## src/rtl/sc_sng_pair.sv

```systemverilog
// Dual deterministic stochastic number generator: x, y streams of 2^WIDTH bits, counter vs bit-reversed counter.
// First bit one cycle after start is accepted; en=0 in RUN stalls the stream with x/y and cnt held.
module sc_sng_pair #(
   parameter int WIDTH = 8
) (
   input  logic             clk,
   input  logic             rst,
   input  logic             start,
   input  logic [1:0]       mode,
   input  logic [WIDTH-1:0] px,
   input  logic [WIDTH-1:0] py,
   input  logic             en,
   output logic             x,
   output logic             y,
   output logic             valid,
   output logic             busy,
   output logic             done
);

   typedef enum logic {IDLE, RUN} state_t;

   state_t           state;
   logic [WIDTH-1:0] cnt;
   logic [WIDTH-1:0] px_q;
   logic [WIDTH-1:0] py_q;
   logic [1:0]       mode_q;
   logic [WIDTH-1:0] rx;
   logic [WIDTH-1:0] ry;
   logic             x_next;
   logic             y_next;

   // rx is the van der Corput sequence; ry selects the correlation partner.
   always_comb begin
      rx = '0;
      for (int i = 0; i < WIDTH; i++) rx[i] = cnt[WIDTH-1-i];
      case (mode_q)
         2'd1:    ry = rx;
         2'd2:    ry = ~rx;
         default: ry = cnt;
      endcase
      x_next = (px_q > rx);
      y_next = (py_q > ry);
   end

   assign busy = (state == RUN);

   always_ff @(posedge clk or posedge rst) begin
      if (rst) begin
         state  <= IDLE;
         cnt    <= '0;
         px_q   <= '0;
         py_q   <= '0;
         mode_q <= '0;
         x      <= 1'b0;
         y      <= 1'b0;
         valid  <= 1'b0;
         done   <= 1'b0;
      end else begin
         case (state)
            IDLE: begin
               valid <= 1'b0;
               done  <= 1'b0;
               if (start) begin
                  px_q   <= px;
                  py_q   <= py;
                  mode_q <= mode;
                  cnt    <= '0;
                  state  <= RUN;
               end
            end
            RUN: begin
               if (en) begin
                  x     <= x_next;
                  y     <= y_next;
                  valid <= 1'b1;
                  if (cnt == {WIDTH{1'b1}}) begin
                     done  <= 1'b1;
                     state <= IDLE;
                  end else begin
                     done <= 1'b0;
                     cnt  <= cnt + 1'b1;
                  end
               end else begin
                  valid <= 1'b0;
                  done  <= 1'b0;
               end
            end
            default: state <= IDLE;
         endcase
      end
   end

endmodule

```

## config.mk

```make
export PLATFORM = sky130hd
export DESIGN_NAME = sc_sng_pair
export DESIGN_NICKNAME = d
export VERILOG_FILES = /design/src/rtl/sc_sng_pair.sv
export SDC_FILE = /design/constraint.sdc
export NUM_CORES = 1
export LEC_CHECK = 0
export ABC_AREA = 1
export BUFFER_PORTS_ARGS = -buffer_cell sky130_fd_sc_hd__buf_2
export CORE_UTILIZATION = 55
export DETAILED_ROUTE_END_ITERATION = 16
export PLACE_DENSITY = 0.85
export SETUP_SLACK_MARGIN = 0.05
export SLEW_MARGIN = 20
export SYNTH_ARGS = -nofsm -noshare
export SYNTH_HDL_FRONTEND = slang
export SYNTH_SLANG_ARGS = --single-unit
```

## constraint.sdc

```tcl
create_clock -name clk -period 2.35 [get_ports clk]
set_clock_uncertainty 0.2 [all_clocks]
set_input_delay 0.3525 -clock clk [delete_from_list [all_inputs] [get_ports clk]]
set_output_delay 0.3525 -clock clk [all_outputs]
set_load 0.02 [all_outputs]
```

==> results of run 1 <==
-- kinds of logic after synthesis --
group                    Yosys count  synth area share (%)
AND/OR/NAND/NOR                  107                  23.2
buffers and inverters             34                  7.43
AO/OA/AOI/OAI                     32                  9.41
flip-flops                        31                  39.7
adder cells (fa/ha/maj)           19                  12.2
multiplexers                      14                  8.07
-- sequential cells by signal, indices dropped and copies added (netlist names) --
signal / count
px_q: 8
x: 1
y: 1
done: 1
py_q: 8
busy: 1
mode_q: 2
valid: 1
cnt: 8
-- repair_timing --
| action | 4_1_cts | 5_1_grt |
|---|---|---|
| endpoints found under the setup margin | 0 | 1 |
| buffers inserted | 0 | 1 |
| gates resized for setup | 0 | 17 |
| hold buffers | 1 | 0 |
| hold endpoints to repair | 31 | 0 |
-- metrics by stage --
stage	utilization [%]	total power, uW	instance area (um2)	hold WS (ns)	setup slack, ns
3_3_place_gp	62.8	1330	2110	0.247	0.175
6_report	66.7	1730	2240	0.0359	0.133
4_1_cts	64.7	1680	2180	0.0305	0.0695
2_1_floorplan	-	1180	1950	0.256	0.179
5_1_grt	66.7	1870	2240	0.0282	-0.00406
3_5_place_dp	62.8	1360	2110	0.254	0.0905
-- how the worst max path moves through the flow --
stage	end	startpoint	slack [ns]	cells past startpoint
detailed placement	y	mode_q[0]	0.09	11
global route	y	mode_q[0]	-0.004	11
finish	y	mode_q[0]	0.13	11
global placement	y	mode_q[0]	0.17	14
floorplan	y	mode_q[0]	0.18	12
CTS	y	mode_q[0]	0.07	11
-- per-layer routing --
layer,share of wire [%],vias up,GRT usage (%)
li1,-,838,-
met4,1.2,0,7.94
met1,43,765,32.5
met2,50,57,41.9
met3,5.8,6,5.67
met5,0,-,0
-- area by class of cell --
type	count	area, um2	share of cell area (%)
clock inverters	1	5.00	0.223
repair inverters	1	7.51	0.335
well taps	46	57.6	2.57
flip-flops and latches	31	776	34.6
inverters	28	110	4.91
multi-input cells	172	1080	48.2
clock buffers	6	51.3	2.29
repair buffers	29	155	6.92
-- power breakdown --
part | total, uW | switching, uW | internal [uW]
registers | 736 | 117 | 618
logic | 667 | 404 | 263
clock network | 326 | 187 | 138
total | 1730 | 709 | 1020
-- layout by cell type, fill, tap and decap left out, drive strengths merged --
cell / Yosys / routed
o211ai: 1 / 1
ha: 19 / 19
clkinvlp: 0 / 2
clkbuf: 4 / 6
dlygate4sd3: 0 / 1
nor3: 1 / 1
mux2: 14 / 14
nand2: 66 / 66
o21ai: 12 / 12
a21o: 3 / 3
clkinv: 1 / 2
inv: 27 / 26
nor2: 23 / 23
nand3: 17 / 17
a21oi: 14 / 14
buf: 2 / 28
dfrtp: 31 / 31
o22ai: 2 / 2
-- cell usage after synthesis (all sizes together) --
cell type   n  area share (%)
clkbuf      4            0.83
o21ai      12             3.3
ha         19              12
a21oi      14             4.0
nor2       23             4.4
mux2       14             8.1
nor3        1            0.26
nand3      17             4.4
clkinv      1            0.26
inv        27             5.2
o211ai      1            0.38
nand2      66              14
dfrtp      31              40
a21o        3             1.2
o22ai       2            0.64
buf         2             1.2
==> metrics.csv, run 1 <==
metric,value,unit
finalSetupViolCount,0,
cts.path.max_buffers,2,
cp_data_required_time,2.38,ns
n_antenna_cell,0,
coreArea,3360,um2
grt_pass1_vias,1539,
htree_levels,2,
r2r-end,y,
critPathMaxFanout,8,
slowest_stage,dfrtp_1,
endpoint_kind,flip-flop,
fillerInstances,319,
min_path_cells,2,
drv_slew,0,
post_synth.cell_area_avg,8.25,um2
grt_usage,25.1,%
syn_inst,237,
drt-total-wl,4.33,mm
r2r_cells,11,
clock_sinks,31,
rr_startpoint,mode_q[0],
routedWlPerCell,13.8,um
grt_antenna_before_repair,0,
start_kind,flip-flop,
p_leak,0.00121,uW
drtPass1Iterations,4,
syn2layout_area_growth,14.8,%
cpMostUsedCell,nand2_1,
max_stage_delay,0.38,ns
cts_buffers,5,
fp.dieH,61.6,um
routed_via_density,5.31,
cts_tree,yes,
gr-total-overflow,0,
powerDensity,771,nW/um2
syn-num-nets,278,
numPortBuffers,26,
crit_family,adder cells,
fin_cells,314,
grt_pass1_wl,6.81,mm
r2r_slack,0.13,ns
tns,0,ns
dp.cells,304,
drive_gt1_share,26.9,%
clock_latency,0.34,ns
yosysWarnings,0,
ys_types,24,
path_cells,inv_2 > ha_4 > clkinvlp_4 > nand3_2 > o21ai_1 > ha_1 > a21o_1 > a21oi_1 > nand2_1 > nand2_1 > nand2_1,
path_class,flip-flop to flip-flop,
gp_congestion,0.895,
start_util,58.1,%
dp_hpwl,3.03,mm
io_pins,27,
holdCritStartpoint,px[7],
route.detailed.drc,0,
critPathBufInv,2,
drt-initial-drc-count,105,
period_share,94.3,%
clk_pin_slew,0.10,ns
yosysSeqAreaShare,39.7,%
slew_headroom,73.2,%
hold_path.class,primary input to flip-flop,
ys_seq_elements,31,
ant_nets,0,
grt_max_degree,32,
die_area,3800,um2
clockRootBuffer,clkbuf_4,
die_w,61.6,um
tightest_slew,0.403,ns
fin_nets,309,
finalHoldViolCount,0,
route.vias.total,1666,
clock.fmax,0.451,GHz
crit_arrival,2.25,ns
status,"complete, no violations",
hold_end,px_q[7],
maxCapViolations,0,
min_period,2.22,ns
rsz0062_at_grt,yes,
row_count,21,
max-vdd-ir-drop,0.582,mV
syn-cell-area,1950,um2
Note: power is estimated with default switching activity, not from simulation.
==> run 2: changes to the inputs <==
Settings changed: CORE_ASPECT_RATIO set to 0.8, CORE_MARGIN set to 2.
Clock period 2.35 ns to 2.31 ns, I/O delays scaled along.
==> run 2 against run 1 <==
Net effect:
- final area is 2.2% higher
- wire length is 7.5% lower
- clock power is 64% higher
- global-route usage is 5.2 points lower
- largest cell class unchanged
- core utilization is 0.26 points higher
- first-iteration DRC count is 4.8% higher
- final cell count is 0.96% lower
==> metrics.csv, run 2 (synthesis gave the netlist of run 1 again) <==
metric,value,unit
rsz0062_at_grt,no,
finalSetupViolCount,0,
drive_gt1_share,27.1,%
routed_via_density,5.34,
cpMostUsedCell,nand2_1,
clock.fmax,0.453,GHz
max-vdd-ir-drop,0.636,mV
route.detailed.drc,0,
r2r_cells,10,
hold_path.class,primary input to flip-flop,
path_cells,ha_4 > clkinvlp_4 > nand3_2 > o21ai_0 > ha_1 > a21o_1 > a21oi_2 > nand2_1 > nand2_1 > nand2_1,
gr-total-overflow,0,
crit_arrival,2.19,ns
cts_buffers,5,
n_antenna_cell,0,
fp.dieH,57.3,um
drv_slew,0,
syn2layout_area_growth,17.3,%
p_int,1220,uW
dp_hpwl,2.81,mm
pre_cts_ws,0.0789,ns
fin_total_pwr,1960,uW
finalHoldViolCount,0,
final_common_cell,nand2_1,
reg_top3,"cnt x8, px_q x8, py_q x8",
grt_pass1_wl,6.23,mm
layout_common_cells,"nand2_1 (59), dfrtp_1 (31), buf_2 (26)",
htree_levels,2,
grt_pass1_vias,1449,
cts_tree,yes,
min_path_cells,2,
routedWlPerCell,12.9,um
drt-total-wl,4.00,mm
cp_data_required_time,2.30,ns
tightest_slew,0.392,ns
fin_nets,309,
start_util,57.1,%
path_class,flip-flop to flip-flop,
grt_antenna_before_repair,0,
clk_pin_slew,0.07,ns
row_count,19,
max_stage_delay,0.42,ns
status,"complete, no violations",
maxCapViolations,0,
switchingPower,738,uW
cts.path.max_buffers,2,
drtPass1Iterations,4,
crit_family,adder cells,
slew_headroom,73.9,%
clock_latency,0.29,ns
swShare,37.6,%
numPortBuffers,26,
period_share,95.6,%
endpoint_kind,flip-flop,
die_w,70.6,um
coreArea,3420,um2
io_pins,27,
grt_usage,19.9,%
ant_nets,0,
grt_max_degree,32,
min_period,2.21,ns
worst_slack,0.102,ns
tns,0,ns
drt-initial-drc-count,110,
path_depth,10,
start_kind,flip-flop,
postLayoutCoreUtil,67.0,%
powerDensity,856,nW/um2
route.vias.total,1662,
slowest_stage,dfrtp_1,
hold_ws,0.0811,ns
p_leak,0.00123,uW
die_area,4050,um2
critPathBufInv,1,
pwr-share-comb,34.7,%
clockRootBuffer,clkbuf_8,
clkPwrFrac,27.2,%
gp_congestion,0.943,
clock_sinks,31,
critPathMaxFanout,8,
pwr-share-seq,38.1,%
==> run 2: cell count changes in the layout (fill, tap and decap cells not counted), moves of 2 or more <==
cell      before  now
nand3_2        6    4
clkbuf_4       5    0
clkbuf_8       1    5
nand3_1       11   13
==> run 2: timing repair <==
action	in CTS	in global routing
endpoints found under the setup margin	0	1
gates resized for setup	0	17
hold endpoints to repair	31	0
buffers inserted	0	1
hold buffers	1	0
==> run 2: routing by layer <==
layer  track usage [%]  up-vias  part of all wire (%)
li1                  -      831                     -
met1              27.5      751                    46
met2              28.7       68                    44
met3              5.12       12                   7.4
met4              11.1        0                   1.8
met5                 0        -                     0
==> run 2: final timing paths <==
check	from	slack, ns	end
min in group asynchronous	rst	0.47	py_q[5]
max	mode_q[1]	0.10	y
min	py[4]	0.08	py_q[4]
max reg2reg	mode_q[1]	0.10	y
min reg2reg	x	0.27	x
max in group asynchronous	rst	1.16	valid
==> run 2: power groups by stage <==
stage	clock network [uW]	logic, uW	registers, uW
3_3_place_gp	0	589	747
4_1_cts	543	630	737
6_report	534	680	748
2_1_floorplan	0	481	719
5_1_grt	569	770	759
3_5_place_dp	0	627	744
==> run 2: cell type report <==
| cell class | count | area (um2) |
|---|---|---|
| tap | 42 | 52.6 |
| timing repair buffer | 29 | 155 |
| clock inverter | 3 | 43.8 |
| clock buffer | 5 | 68.8 |
| fill | 291 | 1130 |
| inverter | 28 | 110 |
| sequential | 31 | 776 |
| timing repair inverter | 1 | 7.51 |
| multi-input combinational | 172 | 1080 |
==> run 2: worst reg2reg max path: stages, from the launching register on <==
cell and delay (ns):
dfrtp_1 0.42, ha_4 0.31, clkinvlp_4 0.19, nand3_2 0.10
o21ai_0 0.08, ha_1 0.33, a21o_1 0.20, a21oi_2 0.10
nand2_1 0.07, nand2_1 0.07, nand2_1 0.05
==> run 2: metrics by stage <==
step	instances	cell area, um2
floorplan	237	1950
global placement	300	2110
detailed placement	300	2110
CTS	309	2230
global route	311	2290
finish	311	2290
==> run 3: changes to the inputs <==
Settings changed: CORE_MARGIN 2 to not set, CORE_UTILIZATION 55 to 51, PLACE_DENSITY 0.85 to 0.83.
Clock period 2.31 ns to 1.9 ns, I/O delays scaled along.
==> run 3 against run 2 <==
Net effect:
- the run now ends with DRC, setup timing left
- count of clock-buffer cells in the layout grew 2
- final cell count grew 3.2%
- register-to-register slack lost 0.28 ns
- critical path depth grew 1
- sequential power grew 18%
- final area grew 2.5%
- total power grew 20%
- global-route usage grew 4.6 points
- combinational power grew 42%
- first-iteration DRC count shrank 6.4%
- via count grew 1.0%
- worst setup slack lost 0.28 ns
- largest cell class unchanged
- largest power group is now combinational cells
==> metrics.csv, run 3 (synthesis gave the netlist of run 1 again) <==
metric,value,unit
start_util,55.2,%
io_pins,27,
p_leak,0.00127,uW
gr-total-overflow,0,
tns,-0.179,ns
clock.fmax,0.481,GHz
cts_tree,yes,
cp_data_required_time,1.89,ns
clock_latency,0.29,ns
syn2layout_area_growth,20.2,%
clk_pin_slew,0.06,ns
drtPass1Iterations,11,
postLayoutCoreUtil,66.3,%
drt-initial-drc-count,103,
start_kind,flip-flop,
grt_usage,24.5,%
holdCritStartpoint,px[7],
crit_start,mode_q[1],
fin_total_pwr,2360,uW
route.vias.total,1679,
worst_slack,-0.179,ns
clockRootBuffer,clkbuf_8,
rsz0062_at_grt,yes,
htree_levels,2,
finalHoldViolCount,0,
maxCapViolations,0,
period_share,109,%
row_count,19,
grt_pass1_wl,7.48,mm
violations,"DRC, setup timing",
drv_slew,0,
dp_hpwl,2.98,mm
gp_congestion,0.954,
routedWlPerCell,13.3,um
route.detailed.drc,2,
layout_common_cells,"nand2_1 (58), dfrtp_1 (30), buf_2 (26)",
ant_nets,0,
rr_startpoint,mode_q[1],
clock_sinks,31,
critPathMaxFanout,7,
fillerInstances,298,
hold_path.class,primary input to flip-flop,
drt-total-wl,4.26,mm
grt_max_degree,32,
n_antenna_cell,0,
slew_headroom,73.7,%
coreArea,3540,um2
max-vdd-ir-drop,0.549,mV
endpoint_kind,flip-flop,
fin_nets,319,
hold_ws,0.0213,ns
pre_cts_ws,-0.275,ns
status,finished with violations,
die_w,71.2,um
finalSetupViolCount,1,
die_area,4090,um2
path_class,flip-flop to flip-flop,
cts.path.max_buffers,2,
tightest_slew,0.395,ns
grt_pass1_vias,1647,
grt_antenna_before_repair,0,
numPortBuffers,26,
routed_via_density,5.23,
powerDensity,1000,nW/um2
drive_gt1_share,30.1,%
reg_top3,"cnt x8, px_q x8, py_q x8",
fp.dieH,57.4,um
final_common_cell,nand2_1,
min_period,2.08,ns
crit_arrival,2.07,ns
cts_buffers,5,
-- run 3: what timing repair did --
item | 4_1_cts | 5_1_grt
hold endpoints to repair | 31 | 0
pin swaps | 3 | 1
endpoints found under the setup margin | 1 | 3
buffers inserted | 2 | 0
hold buffers | 1 | 0
resized for setup | 12 | 8
cloned | 1 | 0
-- run 3: layout make-up --
cell class / instances / area [um2] / area share [%]
Inverter: 28 / 109 / 4.64
Clock buffer: 7 / 76.3 / 3.25
Timing Repair inverter: 1 / 7.51 / 0.320
Timing Repair Buffer: 39 / 230 / 9.80
Clock inverter: 1 / 5.00 / 0.213
Sequential cell: 31 / 777 / 33.1
Tap cell: 42 / 52.6 / 2.24
Multi-Input combinational cell: 172 / 1090 / 46.5
-- run 3: routing by layer --
metal  global-route usage, %  share of wire, %  vias to the layer above  wire length (um)
li1                        -                 -                      855                 -
met1                    31.3                46                      769              1950
met2                    39.7                46                       47              1950
met3                    7.77               7.2                        8               306
met4                    8.00               1.3                        0                55
met5                       0                 0                        -                 0
-- run 3: critical path: stages (launching register included) --
cell,delay (ns)
dfrtp_1,0.41
ha_4,0.32
clkinvlp_4,0.19
nand3_2,0.09
o21ai_1,0.06
ha_1,0.30
nand2_2,0.09
inv_1,0.05
a21oi_2,0.12
nand2_1,0.05
nand2_1,0.05
nand2_1,0.04
-- run 3: where the power goes --
part           switching, uW  leakage, uW  internal, uW
logic                    547     0.000845           422
registers                117     0.000382           769
clock network            245    0.0000422           256
total                    909      0.00127          1450
-- run 3: worst paths after layout --
path | end | slack [ns] | cells past startpoint
min in group asynchronous | py_q[0] | 0.41 | 4
max reg2reg | y | -0.18 | 11
min reg2reg | x | 0.27 | 2
min | px_q[7] | 0.02 | 2
max in group asynchronous | cnt[1] | 0.77 | 4
max | y | -0.18 | 11
-- run 3: per-stage QoR --
stage	area (um2)	instances
final	2350	321
after global routing	2350	321
after CTS	2320	321
after detailed placement	2180	309
after global placement	2180	309
after floorplan	1970	237
